File: config.mk
export PLATFORM = sky130hd
export DESIGN_NAME = apb2axi_tag_directory_flat
export DESIGN_NICKNAME = d
export VERILOG_FILES = /design/src/rtl/apb2axi_tag_directory_if.sv /design/src/rtl/apb2axi_tag_directory.sv /design/src/flat_wrapper.sv
export SDC_FILE = /design/constraint.sdc
export NUM_CORES = 2
export LEC_CHECK = 0
export CORE_MARGIN = 3
export CORE_UTILIZATION = 40
export DETAILED_ROUTE_END_ITERATION = 12
export SETUP_SLACK_MARGIN = 0.15
export SLEW_MARGIN = 20
export SYNTH_ARGS = -nofsm -noshare
export SYNTH_HDL_FRONTEND = slang
export SYNTH_SLANG_ARGS = --single-unit
File: constraint.sdc
create_clock -name pclk -period 5.3 [get_ports pclk]
set_input_delay 1.59 -clock pclk [delete_from_list [all_inputs] [get_ports pclk]]
set_output_delay 1.59 -clock pclk [all_outputs]
set_load 0.005 [all_outputs]
File: src/rtl/apb2axi_tag_directory_if.sv
// Shared types and the bus interface of the APB2AXI tag directory.
// Tag fields are 8 bits wide, enough for directories of up to 256 entries.
package apb2axi_dir_pkg;
    typedef enum logic [1:0] {
        ST_EMPTY     = 2'd0,
        ST_ALLOCATED = 2'd1,
        ST_PENDING   = 2'd2,
        ST_COMPLETE  = 2'd3
    } entry_state_e;

    typedef enum logic [1:0] {
        DIR_ST_IDLE   = 2'd0,
        DIR_ST_ISSUED = 2'd1,
        DIR_ST_DONE   = 2'd2,
        DIR_ST_ERROR  = 2'd3
    } dir_status_e;

    typedef struct packed {
        logic [7:0]  tag;
        logic        is_write;
        logic [31:0] addr;
        logic [7:0]  len;
        logic [2:0]  size;
        logic [1:0]  resp;
        logic [7:0]  num_beats;
        dir_status_e state;
    } directory_entry_t;

    typedef struct packed {
        logic [7:0] tag;
        logic [1:0] resp;
        logic [7:0] num_beats;
        logic       error;
    } completion_entry_t;
endpackage

interface apb2axi_tag_directory_if
    import apb2axi_dir_pkg::*;
#(
    parameter int DIR_ENTRIES   = 16,
    parameter int TAG_WIDTH     = $clog2(DIR_ENTRIES),
    parameter int NUM_CPL_PORTS = 2
);
    logic                                  reg_dir_alloc_vld;
    directory_entry_t                      reg_dir_alloc_entry;
    logic                                  reg_dir_alloc_ready;
    logic [TAG_WIDTH-1:0]                  reg_dir_alloc_tag;
    logic                                  reg_dir_entry_consumed;
    logic [TAG_WIDTH-1:0]                  reg_dir_tag_sel;
    directory_entry_t                      reg_dir_entry;
    entry_state_e                          reg_dir_entry_state;
    logic                                  dir_mgr_pop_valid;
    directory_entry_t                      dir_mgr_pop_entry;
    logic                                  dir_mgr_pop_ready;
    logic [NUM_CPL_PORTS-1:0]              cq_dir_cpl_vld;
    completion_entry_t [NUM_CPL_PORTS-1:0] cq_dir_cpl_entry;
    logic [NUM_CPL_PORTS-1:0]              cq_dir_cpl_ready;
    logic [TAG_WIDTH:0]                    dir_occupancy;
    logic                                  dir_err_spurious_cpl;
    logic                                  dir_err_bad_consume;

    modport slave (
        input  reg_dir_alloc_vld, reg_dir_alloc_entry,
        input  reg_dir_entry_consumed, reg_dir_tag_sel,
        input  dir_mgr_pop_ready, cq_dir_cpl_vld, cq_dir_cpl_entry,
        output reg_dir_alloc_ready, reg_dir_alloc_tag,
        output reg_dir_entry, reg_dir_entry_state,
        output dir_mgr_pop_valid, dir_mgr_pop_entry,
        output cq_dir_cpl_ready, dir_occupancy,
        output dir_err_spurious_cpl, dir_err_bad_consume
    );

    modport master (
        output reg_dir_alloc_vld, reg_dir_alloc_entry,
        output reg_dir_entry_consumed, reg_dir_tag_sel,
        output dir_mgr_pop_ready, cq_dir_cpl_vld, cq_dir_cpl_entry,
        input  reg_dir_alloc_ready, reg_dir_alloc_tag,
        input  reg_dir_entry, reg_dir_entry_state,
        input  dir_mgr_pop_valid, dir_mgr_pop_entry,
        input  cq_dir_cpl_ready, dir_occupancy,
        input  dir_err_spurious_cpl, dir_err_bad_consume
    );
endinterface

File: src/rtl/apb2axi_tag_directory.sv
// Tag directory tracking outstanding APB-initiated AXI transactions.
// Optional PENDING watchdog enabled by defining APB2AXI_DIR_TIMEOUT_EN.
module apb2axi_tag_directory
    import apb2axi_dir_pkg::*;
#(
    parameter int DIR_ENTRIES    = 16,
    parameter int TAG_WIDTH      = $clog2(DIR_ENTRIES),
    parameter int NUM_CPL_PORTS  = 2,
    parameter int TIMEOUT_CYCLES = 4096
) (
    input logic                     pclk,
    input logic                     preset,
    apb2axi_tag_directory_if.slave  bus
);
    entry_state_e         state_q [DIR_ENTRIES];
    entry_state_e         state_d [DIR_ENTRIES];
    directory_entry_t     entry_q [DIR_ENTRIES];
    directory_entry_t     entry_d [DIR_ENTRIES];
    logic [TAG_WIDTH-1:0] fifo_q  [DIR_ENTRIES];
    logic [TAG_WIDTH-1:0] fifo_d  [DIR_ENTRIES];
    logic [TAG_WIDTH-1:0] rd_ptr_q, rd_ptr_d, wr_ptr_q, wr_ptr_d;
    logic [TAG_WIDTH:0]   fifo_cnt_q, fifo_cnt_d, occ_q, occ_d;
    logic                 spur_q, spur_d, bad_q, bad_d;

    logic                 any_free, do_alloc, do_pop, cons_ok;
    logic [TAG_WIDTH-1:0] free_tag, head, ctag;
    logic [DIR_ENTRIES-1:0] cpl_hit;

    // Scanning downward leaves the lowest EMPTY index as the winner.
    always_comb begin
        any_free = 1'b0;
        free_tag = '0;
        for (int i = DIR_ENTRIES - 1; i >= 0; i--) begin
            if (state_q[i] == ST_EMPTY) begin
                any_free = 1'b1;
                free_tag = TAG_WIDTH'(i);
            end
        end
    end

    assign head     = fifo_q[rd_ptr_q];
    assign do_alloc = bus.reg_dir_alloc_vld && any_free;
    assign do_pop   = bus.dir_mgr_pop_valid && bus.dir_mgr_pop_ready;

    assign bus.reg_dir_alloc_ready  = any_free;
    assign bus.reg_dir_alloc_tag    = free_tag;
    assign bus.reg_dir_entry        = entry_q[bus.reg_dir_tag_sel];
    assign bus.reg_dir_entry_state  = state_q[bus.reg_dir_tag_sel];
    assign bus.dir_mgr_pop_valid    = (fifo_cnt_q != '0);
    assign bus.dir_mgr_pop_entry    = entry_q[head];
    assign bus.cq_dir_cpl_ready     = '1;
    assign bus.dir_occupancy        = occ_q;
    assign bus.dir_err_spurious_cpl = spur_q;
    assign bus.dir_err_bad_consume  = bad_q;

`ifdef APB2AXI_DIR_TIMEOUT_EN
    localparam int WDW = $clog2(TIMEOUT_CYCLES + 1);
    logic [WDW-1:0] wd_q [DIR_ENTRIES];
    logic [WDW-1:0] wd_d [DIR_ENTRIES];
`else
    logic [31:0] unused_timeout;
    assign unused_timeout = 32'(TIMEOUT_CYCLES);
`endif

    always_comb begin
        state_d    = state_q;
        entry_d    = entry_q;
        fifo_d     = fifo_q;
        rd_ptr_d   = rd_ptr_q;
        wr_ptr_d   = wr_ptr_q;
        spur_d     = spur_q;
        bad_d      = bad_q;
        cpl_hit    = '0;
        ctag       = '0;
        cons_ok    = 1'b0;
        if (do_pop) begin
            state_d[head] = ST_PENDING;
            rd_ptr_d      = rd_ptr_q + 1'b1;
        end
        if (do_alloc) begin
            entry_d[free_tag]           = bus.reg_dir_alloc_entry;
            entry_d[free_tag].tag       = 8'(free_tag);
            entry_d[free_tag].resp      = '0;
            entry_d[free_tag].num_beats = '0;
            state_d[free_tag]           = ST_ALLOCATED;
            fifo_d[wr_ptr_q]            = free_tag;
            wr_ptr_d                    = wr_ptr_q + 1'b1;
        end
        fifo_cnt_d = fifo_cnt_q + (TAG_WIDTH+1)'(do_alloc)
                   - (TAG_WIDTH+1)'(do_pop);
        // Lower port index claims a tag first; duplicates fall to spurious.
        for (int p = 0; p < NUM_CPL_PORTS; p++) begin
            if (bus.cq_dir_cpl_vld[p]) begin
                ctag = bus.cq_dir_cpl_entry[p].tag[TAG_WIDTH-1:0];
                if (state_q[ctag] == ST_PENDING && !cpl_hit[ctag]) begin
                    cpl_hit[ctag]           = 1'b1;
                    state_d[ctag]           = ST_COMPLETE;
                    entry_d[ctag].resp      = bus.cq_dir_cpl_entry[p].resp;
                    entry_d[ctag].num_beats = bus.cq_dir_cpl_entry[p].num_beats;
                    entry_d[ctag].state     = bus.cq_dir_cpl_entry[p].error
                                            ? DIR_ST_ERROR : DIR_ST_DONE;
                end else begin
                    spur_d = 1'b1;
                end
            end
        end
        if (bus.reg_dir_entry_consumed) begin
            if (state_q[bus.reg_dir_tag_sel] == ST_COMPLETE) begin
                cons_ok                          = 1'b1;
                state_d[bus.reg_dir_tag_sel]     = ST_EMPTY;
                entry_d[bus.reg_dir_tag_sel]     = '0;
            end else begin
                bad_d = 1'b1;
            end
        end
        occ_d = occ_q + (TAG_WIDTH+1)'(do_alloc) - (TAG_WIDTH+1)'(cons_ok);
`ifdef APB2AXI_DIR_TIMEOUT_EN
        for (int i = 0; i < DIR_ENTRIES; i++) begin
            wd_d[i] = (state_q[i] == ST_PENDING) ? wd_q[i] + 1'b1 : '0;
            if (state_q[i] == ST_PENDING && !cpl_hit[i]
                && wd_q[i] == WDW'(TIMEOUT_CYCLES - 1)) begin
                state_d[i]       = ST_COMPLETE;
                entry_d[i].resp  = 2'b10;
                entry_d[i].state = DIR_ST_ERROR;
            end
        end
`endif
    end

    always_ff @(posedge pclk) begin
        if (preset) begin
            for (int i = 0; i < DIR_ENTRIES; i++) begin
                state_q[i] <= ST_EMPTY;
                entry_q[i] <= '0;
                fifo_q[i]  <= '0;
`ifdef APB2AXI_DIR_TIMEOUT_EN
                wd_q[i]    <= '0;
`endif
            end
            rd_ptr_q   <= '0;
            wr_ptr_q   <= '0;
            fifo_cnt_q <= '0;
            occ_q      <= '0;
            spur_q     <= 1'b0;
            bad_q      <= 1'b0;
        end else begin
            state_q    <= state_d;
            entry_q    <= entry_d;
            fifo_q     <= fifo_d;
`ifdef APB2AXI_DIR_TIMEOUT_EN
            wd_q       <= wd_d;
`endif
            rd_ptr_q   <= rd_ptr_d;
            wr_ptr_q   <= wr_ptr_d;
            fifo_cnt_q <= fifo_cnt_d;
            occ_q      <= occ_d;
            spur_q     <= spur_d;
            bad_q      <= bad_d;
        end
    end
endmodule
File: src/flat_wrapper.sv
// flat-port wrapper written by rule: the top's interface ports become plain ports
module apb2axi_tag_directory_flat import apb2axi_dir_pkg::*;
#(
    parameter int DIR_ENTRIES    = 16,
    parameter int TAG_WIDTH      = $clog2(DIR_ENTRIES),
    parameter int NUM_CPL_PORTS  = 2,
    parameter int TIMEOUT_CYCLES = 4096
)
  (pclk, preset, bus_reg_dir_alloc_vld, bus_reg_dir_alloc_entry, bus_reg_dir_entry_consumed, bus_reg_dir_tag_sel, bus_dir_mgr_pop_ready, bus_cq_dir_cpl_vld, bus_cq_dir_cpl_entry, bus_reg_dir_alloc_ready, bus_reg_dir_alloc_tag, bus_reg_dir_entry, bus_reg_dir_entry_state, bus_dir_mgr_pop_valid, bus_dir_mgr_pop_entry, bus_cq_dir_cpl_ready, bus_dir_occupancy, bus_dir_err_spurious_cpl, bus_dir_err_bad_consume);
  apb2axi_tag_directory_if #(.DIR_ENTRIES(DIR_ENTRIES), .TAG_WIDTH(TAG_WIDTH), .NUM_CPL_PORTS(NUM_CPL_PORTS)) bus_i ();
  input logic pclk;
  input logic preset;
  input wire logic [$bits(bus_i.reg_dir_alloc_vld)-1:0] bus_reg_dir_alloc_vld;
  input wire logic [$bits(bus_i.reg_dir_alloc_entry)-1:0] bus_reg_dir_alloc_entry;
  input wire logic [$bits(bus_i.reg_dir_entry_consumed)-1:0] bus_reg_dir_entry_consumed;
  input wire logic [$bits(bus_i.reg_dir_tag_sel)-1:0] bus_reg_dir_tag_sel;
  input wire logic [$bits(bus_i.dir_mgr_pop_ready)-1:0] bus_dir_mgr_pop_ready;
  input wire logic [$bits(bus_i.cq_dir_cpl_vld)-1:0] bus_cq_dir_cpl_vld;
  input wire logic [$bits(bus_i.cq_dir_cpl_entry)-1:0] bus_cq_dir_cpl_entry;
  output wire logic [$bits(bus_i.reg_dir_alloc_ready)-1:0] bus_reg_dir_alloc_ready;
  output wire logic [$bits(bus_i.reg_dir_alloc_tag)-1:0] bus_reg_dir_alloc_tag;
  output wire logic [$bits(bus_i.reg_dir_entry)-1:0] bus_reg_dir_entry;
  output wire logic [$bits(bus_i.reg_dir_entry_state)-1:0] bus_reg_dir_entry_state;
  output wire logic [$bits(bus_i.dir_mgr_pop_valid)-1:0] bus_dir_mgr_pop_valid;
  output wire logic [$bits(bus_i.dir_mgr_pop_entry)-1:0] bus_dir_mgr_pop_entry;
  output wire logic [$bits(bus_i.cq_dir_cpl_ready)-1:0] bus_cq_dir_cpl_ready;
  output wire logic [$bits(bus_i.dir_occupancy)-1:0] bus_dir_occupancy;
  output wire logic [$bits(bus_i.dir_err_spurious_cpl)-1:0] bus_dir_err_spurious_cpl;
  output wire logic [$bits(bus_i.dir_err_bad_consume)-1:0] bus_dir_err_bad_consume;
  assign bus_i.reg_dir_alloc_vld = bus_reg_dir_alloc_vld;
  assign bus_i.reg_dir_alloc_entry = bus_reg_dir_alloc_entry;
  assign bus_i.reg_dir_entry_consumed = bus_reg_dir_entry_consumed;
  assign bus_i.reg_dir_tag_sel = bus_reg_dir_tag_sel;
  assign bus_i.dir_mgr_pop_ready = bus_dir_mgr_pop_ready;
  assign bus_i.cq_dir_cpl_vld = bus_cq_dir_cpl_vld;
  assign bus_i.cq_dir_cpl_entry = bus_cq_dir_cpl_entry;
  assign bus_reg_dir_alloc_ready = bus_i.reg_dir_alloc_ready;
  assign bus_reg_dir_alloc_tag = bus_i.reg_dir_alloc_tag;
  assign bus_reg_dir_entry = bus_i.reg_dir_entry;
  assign bus_reg_dir_entry_state = bus_i.reg_dir_entry_state;
  assign bus_dir_mgr_pop_valid = bus_i.dir_mgr_pop_valid;
  assign bus_dir_mgr_pop_entry = bus_i.dir_mgr_pop_entry;
  assign bus_cq_dir_cpl_ready = bus_i.cq_dir_cpl_ready;
  assign bus_dir_occupancy = bus_i.dir_occupancy;
  assign bus_dir_err_spurious_cpl = bus_i.dir_err_spurious_cpl;
  assign bus_dir_err_bad_consume = bus_i.dir_err_bad_consume;
  apb2axi_tag_directory #(.DIR_ENTRIES(DIR_ENTRIES), .TAG_WIDTH(TAG_WIDTH), .NUM_CPL_PORTS(NUM_CPL_PORTS), .TIMEOUT_CYCLES(TIMEOUT_CYCLES)) u_core (.pclk(pclk), .preset(preset), .bus(bus_i));
endmodule
======== After elaboration in Yosys (flattened, before gate mapping) ========
Memory sizes are Yosys's and may differ from the RTL's.
Cells that the tools add are included.
storage, ports and cells
  word-level logic and storage cells ...... 368
  memories kept ........................... 1
  output and inout bits ................... 145
  memory bits (read-only) ................. 16
  bits of input ports ..................... 113
  register bits after elaboration ......... 1140
cells by class
  reduce and logical (&&, ||, !) cells .... 31
  multiplexer cells ....................... 125
  bitwise gates (word level) .............. 20
  magnitude comparators ................... 16
  eq/ne operators ......................... 3
  add/sub/neg operators ................... 6
memories
  name             depth  width  read ports  clocked after memory_dff  wr ports  line                         RTL
  (no name shown)  16     1      1           0                         0         apb2axi_tag_directory.sv:95  if (state_q[ctag] == ST_PENDING && !cpl_hit[ctag]) begin
operators with widths
  kind                                                                          count
  1024-bit bitwise mux                                                          10
  1024-bit two-way mux                                                          7
  64-bit demux with 4-bit select                                                11
  1024-bit bitwise AND                                                          1
  1024-bit inverter                                                             1
  64-bit binary-select mux with 4-bit select                                    2
  64-bit two-way mux                                                            7
  32-bit two-way mux                                                            8
  4-bit two-way mux                                                             19
  64-bit bitwise mux                                                            1
  32-bit bitwise OR                                                             2
  2-bit demux with 4-bit select                                                 5
  12-bit two-way mux                                                            3
  5-bit greater-or-equal comparator, second input constant                      7
  4-bit inverter with 5-bit output                                              7
  16-bit bitwise AND                                                            2
  32-bit bitwise AND                                                            1
  2-bit zero test                                                               16
  16-bit two-way mux                                                            2
  16-bit inverter                                                               2
  32-bit inverter                                                               1
  16-bit bitwise OR                                                             2
  5-bit by 1-bit less-than comparator with 1-bit output, second input constant  6
  10-bit two-way mux                                                            3
  18 further kinds                                                              75

======== Depth between registers and ports, before layout ========
  depth in word-level cells ............... 40
  gate-level depth with buffers ........... 17
  gate-level depth less buffers ........... 15

======== Worst setup path after synthesis ========
OpenSTA, ideal clock, no wires.
  path kind ............................... input-to-output
  start point ............................. in bus_reg_dir_tag_sel[0]
  end point ............................... out bus_reg_dir_entry[0]
  path slack .............................. -0.118 ns
  data required time ...................... 3.710 ns
  data arrival time ....................... 3.828 ns
  cell stages on the path ................. 6
  path buffers ............................ 4
  path through ............................ buf_6 clkbuf_1 clkbuf_1 buf_1 mux4_2 mux4_2
on the way
  word-level cells in the longest chain between the ends .. 4
RTL lines
  item                                                    line                         RTL
  start: declaration                                      flat_wrapper.sv:16           input wire logic [$bits(bus_i.reg_dir_tag_sel)-1:0] bus_reg_dir_tag_sel;
  4-bit inverter with 5-bit output (implied by the code)  apb2axi_tag_directory.sv:47  assign bus.reg_dir_entry = entry_q[bus.reg_dir_tag_sel];
  64-bit binary-select mux with 4-bit select              apb2axi_tag_directory.sv:47
  64-bit two-way mux (implied by the code) (2 in a row)   apb2axi_tag_directory.sv:47
  end: declaration                                        flat_wrapper.sv:22           output wire logic [$bits(bus_i.reg_dir_entry)-1:0] bus_reg_dir_entry;
No other way between the ends. The select of a mux whose other input is x is not followed.

======== Final worst setup path ========
  start point ............................. reg u_core.rd_ptr_q[0]
  end point ............................... out bus_dir_mgr_pop_entry[49]
on the way
  word-level cells in the longest chain between the ends .. 8
RTL lines
  item                                                    line                          RTL
  start: declaration                                      apb2axi_tag_directory.sv:21   logic [TAG_WIDTH-1:0] rd_ptr_q, rd_ptr_d, wr_ptr_q, wr_ptr_d;
  start signal: assignment                                apb2axi_tag_directory.sv:153  rd_ptr_q <= rd_ptr_d;
  4-bit inverter with 5-bit output (implied by the code)  apb2axi_tag_directory.sv:41   assign head = fifo_q[rd_ptr_q];
  4-bit binary-select mux with 4-bit select               apb2axi_tag_directory.sv:41
  4-bit two-way mux (implied by the code) (2 in a row)    apb2axi_tag_directory.sv:41
  4-bit inverter with 5-bit output (implied by the code)  apb2axi_tag_directory.sv:50   assign bus.dir_mgr_pop_entry = entry_q[head];
  64-bit binary-select mux with 4-bit select              apb2axi_tag_directory.sv:50
  64-bit two-way mux (implied by the code) (2 in a row)   apb2axi_tag_directory.sv:50
  end: declaration                                        flat_wrapper.sv:25            output wire logic [$bits(bus_i.dir_mgr_pop_entry)-1:0] bus_dir_mgr_pop_entry;
No other way between the ends. The select of a mux whose other input is x is not followed.

==> results.toml <==
[place]
hpwl_um = 170000
gp_congestion = 0.917
dp.cells = 9059
port_buffers = 229

[critical_path]
rrSetupSlack_ps = 1270
cp_common_cell = "buf_12"
r2r-end = "u_core.entry_q[293]"
worstReg2RegStart = "u_core.state_q[30]"
cp_max_fo = 47
crit_path_end_kind = "output port"
arrival_ps = 3940
crit_chain = "buf_12 -> mux4_2 -> a22oi_2 -> buf_12 -> buf_4 -> nand2_8 -> buf_16 -> a211oi_1 -> o32ai_2 -> a211o_1 -> dlygate4sd2_1"
critical_path.top_delay_family = "compound AO/OA/AOI/OAI gates"
rr_worst_depth = 8
slowest_stage = "mux4_2"
slowest_delay_ps = 570
crit_path_start_kind = "flip-flop"
worst-path-buf-inv = 5
crit_type = "flip-flop to output port"
worstPathRequired_ps = 3710

[clock_tree]
htreeDepth = 4
path_clk_slew_ps = 60
cts.sinks = 1140
cts_buffers = 134
clock_latency_ps = 810
cts-root-buf = "clkbuf_16"
cts_tree = "built"
cts_hold_buf = 0
cts_max_path_buffers = 3

[floorplan]
die_area_um2 = 157000
die_y_um = 396
core-area_um2 = 151000
ios = 258
start_util = 0.405
die-width_um = 396
rows = 142

[hold_path]
hold_start = "u_core.entry_q[380]"
hold_path_end = "u_core.entry_q[380]"
hold_path.class = "flip-flop to flip-flop"
holdPathStages = 2

[status]
violations = "setup timing"
status = "finished with violations"

[sta]
max-slew-margin-rel = 0.166
fin_setup_tns_ps = -7780
layout_setup_ws_ps = -232
period_share = 1.04
rsz0062_at_grt = "yes"
whs_ps = 448
max_slew.worst_pin.slew_ps = 1250
slew_violations = 0
clock_skew_ps = 40.1
setup_violations = 63
max_freq_mhz = 181
hold_violations = 0
min_period_ps = 5530

[power]
power_uw = 25200
power_density_nw_per_um2 = 329
p_leak_uw = 0.0276
vdd_drop_max_mv = 0.303

[cells_and_area]
drive_gt1_frac = 0.222
final_cells = 9535
finish.net_count = 7539
syn2layout_area_growth_pct = 25.6
finish.utilization = 0.508

[yosys]
synth.area.top_cells = "dfxtp_1 37%, mux4_2 13%, nand2_1 10%"
synthTopCellsByCount = "1675 x nand2_1, 1140 x dfxtp_1, 1061 x a21oi_1, 630 x clkbuf_1, 427 x nor2_1"
synth_area_um2 = 61000
synth_area_leader_cell = "dfxtp_1"
async_flop_share = 0
syn-instance-count = 7316
synth_top_flop_cell = "dfxtp_1"
syn_area_per_cell_um2 = 8.33
yosysUniqueCellTypes = 77
yosysSeqAreaShare = 0.374
ys_seq_elements = 1140
synth_most_common_cell = "nand2_1"
yosys_warnings = 0
synth_edf_count = 0
yosysTopAreaCellShare = 0.374

[drt]
vias = 64500
drc = 0
wl_per_cell_um = 31.6
avgViaCountPerCell = 6.77
ant_nets = 0
first_pass_iters = 7
wl_um = 302000
first_iter_violations = 11300

[global_routing]
grt_usage = 0.357
antenna_found_initial = 27
grt-ovfl-total = 0
grt_pass1_vias = 59700
grt_pass1_wl_um = 417000
grt_max_degree = 88

[run]
maxCapViolCount = 0
[flip-flops by register name, indices dropped and copies added, names as in the netlist]
signal and count:
u_core.entry_q 1024, u_core.fifo_q 64, u_core.state_q 32, u_core.bus.dir_occupancy 5, u_core.fifo_cnt_q 5, u_core.rd_ptr_q 4, u_core.wr_ptr_q 4, u_core.bus.dir_err_bad_consume 1
u_core.bus.dir_err_spurious_cpl 1
[timing repair]
| action | 4_1_cts | 5_1_grt |
|---|---|---|
| gates resized for setup | 420 | 312 |
| buffers inserted | 89 | 69 |
| setup endpoints to repair | 130 | 94 |
| pin swaps | 49 | 110 |
| cloned | 35 | 37 |
[worst register-to-register path, delay by kind of cell, from the launching register on]
family          cells  cell delay, ps
buf+inv             3            1340
flops               1             660
mux                 2             710
simple gates        2             570
compound gates      1             590
[worst max path at each step]
stage / startpoint / endpoint / slack (ps) / cells past startpoint
after global placement: bus_reg_dir_tag_sel[0] / bus_reg_dir_entry[23] / -200 / 6
after detailed placement: bus_reg_dir_tag_sel[0] / bus_reg_dir_entry[23] / -200 / 6
final: u_core.rd_ptr_q[0] / bus_dir_mgr_pop_entry[49] / -230 / 11
after floorplan: bus_reg_dir_tag_sel[1] / bus_reg_dir_entry[0] / 160 / 6
after CTS: u_core.rd_ptr_q[1] / bus_dir_mgr_pop_entry[63] / -400 / 10
after global routing: u_core.rd_ptr_q[0] / bus_dir_mgr_pop_entry[49] / -310 / 11
[through the flow]
step,setup WS [ps],cell area [um^2]
CTS,-400,74100
global route,-306,76500
floorplan,162,61000
global placement,-202,66800
detailed placement,-202,66800
finish,-232,76600
[cell type report]
class | count | area (um^2)
diodes | 13 | 32.5
clock buffers | 193 | 3870
clock inverters | 41 | 500
fillers | 13900 | 74100
inverters | 34 | 135
multi-input cells | 5301 | 36500
flip-flops and latches | 1140 | 22800
well taps | 2016 | 2520
repair buffers | 797 | 10100
[power by group]
part / internal, uW / leakage [uW] / total (uW) / switching [uW]
logic: 2440 / 0.0163 / 6930 / 4490
registers: 8730 / 0.00919 / 8880 / 148
clock network: 5350 / 0.00214 / 9400 / 4050
total: 16500 / 0.0276 / 25200 / 8690
[layout by cell type (no fill, tap or decap), drive strengths merged, types with 9 or more instances in the layout]
master         Yosys  routed
buf              213     572
nor3b             47      47
mux4             354     354
clkbuf           631     247
nor2             427     427
a2bb2oi           20      20
a311oi            11      11
o22ai             16      16
diode              0      13
dfxtp           1140    1140
o211ai             9       9
xor2              10      10
nor4               9       9
dlygate4sd2        0      48
and2              28      28
or4                9       9
a211o             67      67
a22oi             86      86
clkdlybuf4s50      0      97
nand2b            22      22
a211oi           226     226
a31o             142     142
a21oi           1093    1093
a31oi            108     108
ha                16      16
and3             151     151
inv               33      37
clkinv             1      29
o21ai            189     189
o32ai             66      66
nor3              51      51
nand3            110     110
a32o              63      63
nor2b             36      36
a221oi            43      43
mux2i            133     133
nand2           1675    1676
nand4             11      11
clkdlybuf4s15      0      12
[logic make-up (layout without fill, tap and decap cells)]
group,count (synthesis),count (layout),share of synthesized area
compound gates,2174,2174,0.226
simple gates,2597,2599,0.179
xor+xnor,16,16,0.00230
buf+inv,878,1065,0.0605
other cells,1,15,0.0000615
flops,1140,1140,0.374
mux,492,492,0.154
fa+ha+maj,18,18,0.00394
[routing by layer]
layer | part of all wire | vias up | GRT usage | wire length (um)
li1 | - | 26500 | - | -
met2 | 0.40 | 5575 | 0.501 | 122000
met4 | 0.065 | 16 | 0.205 | 19800
met5 | 0.00034 | - | 0 | 104
met3 | 0.16 | 1257 | 0.129 | 47600
met1 | 0.37 | 31100 | 0.471 | 112000
No activity file was read; power rests on OpenSTA's default activity.
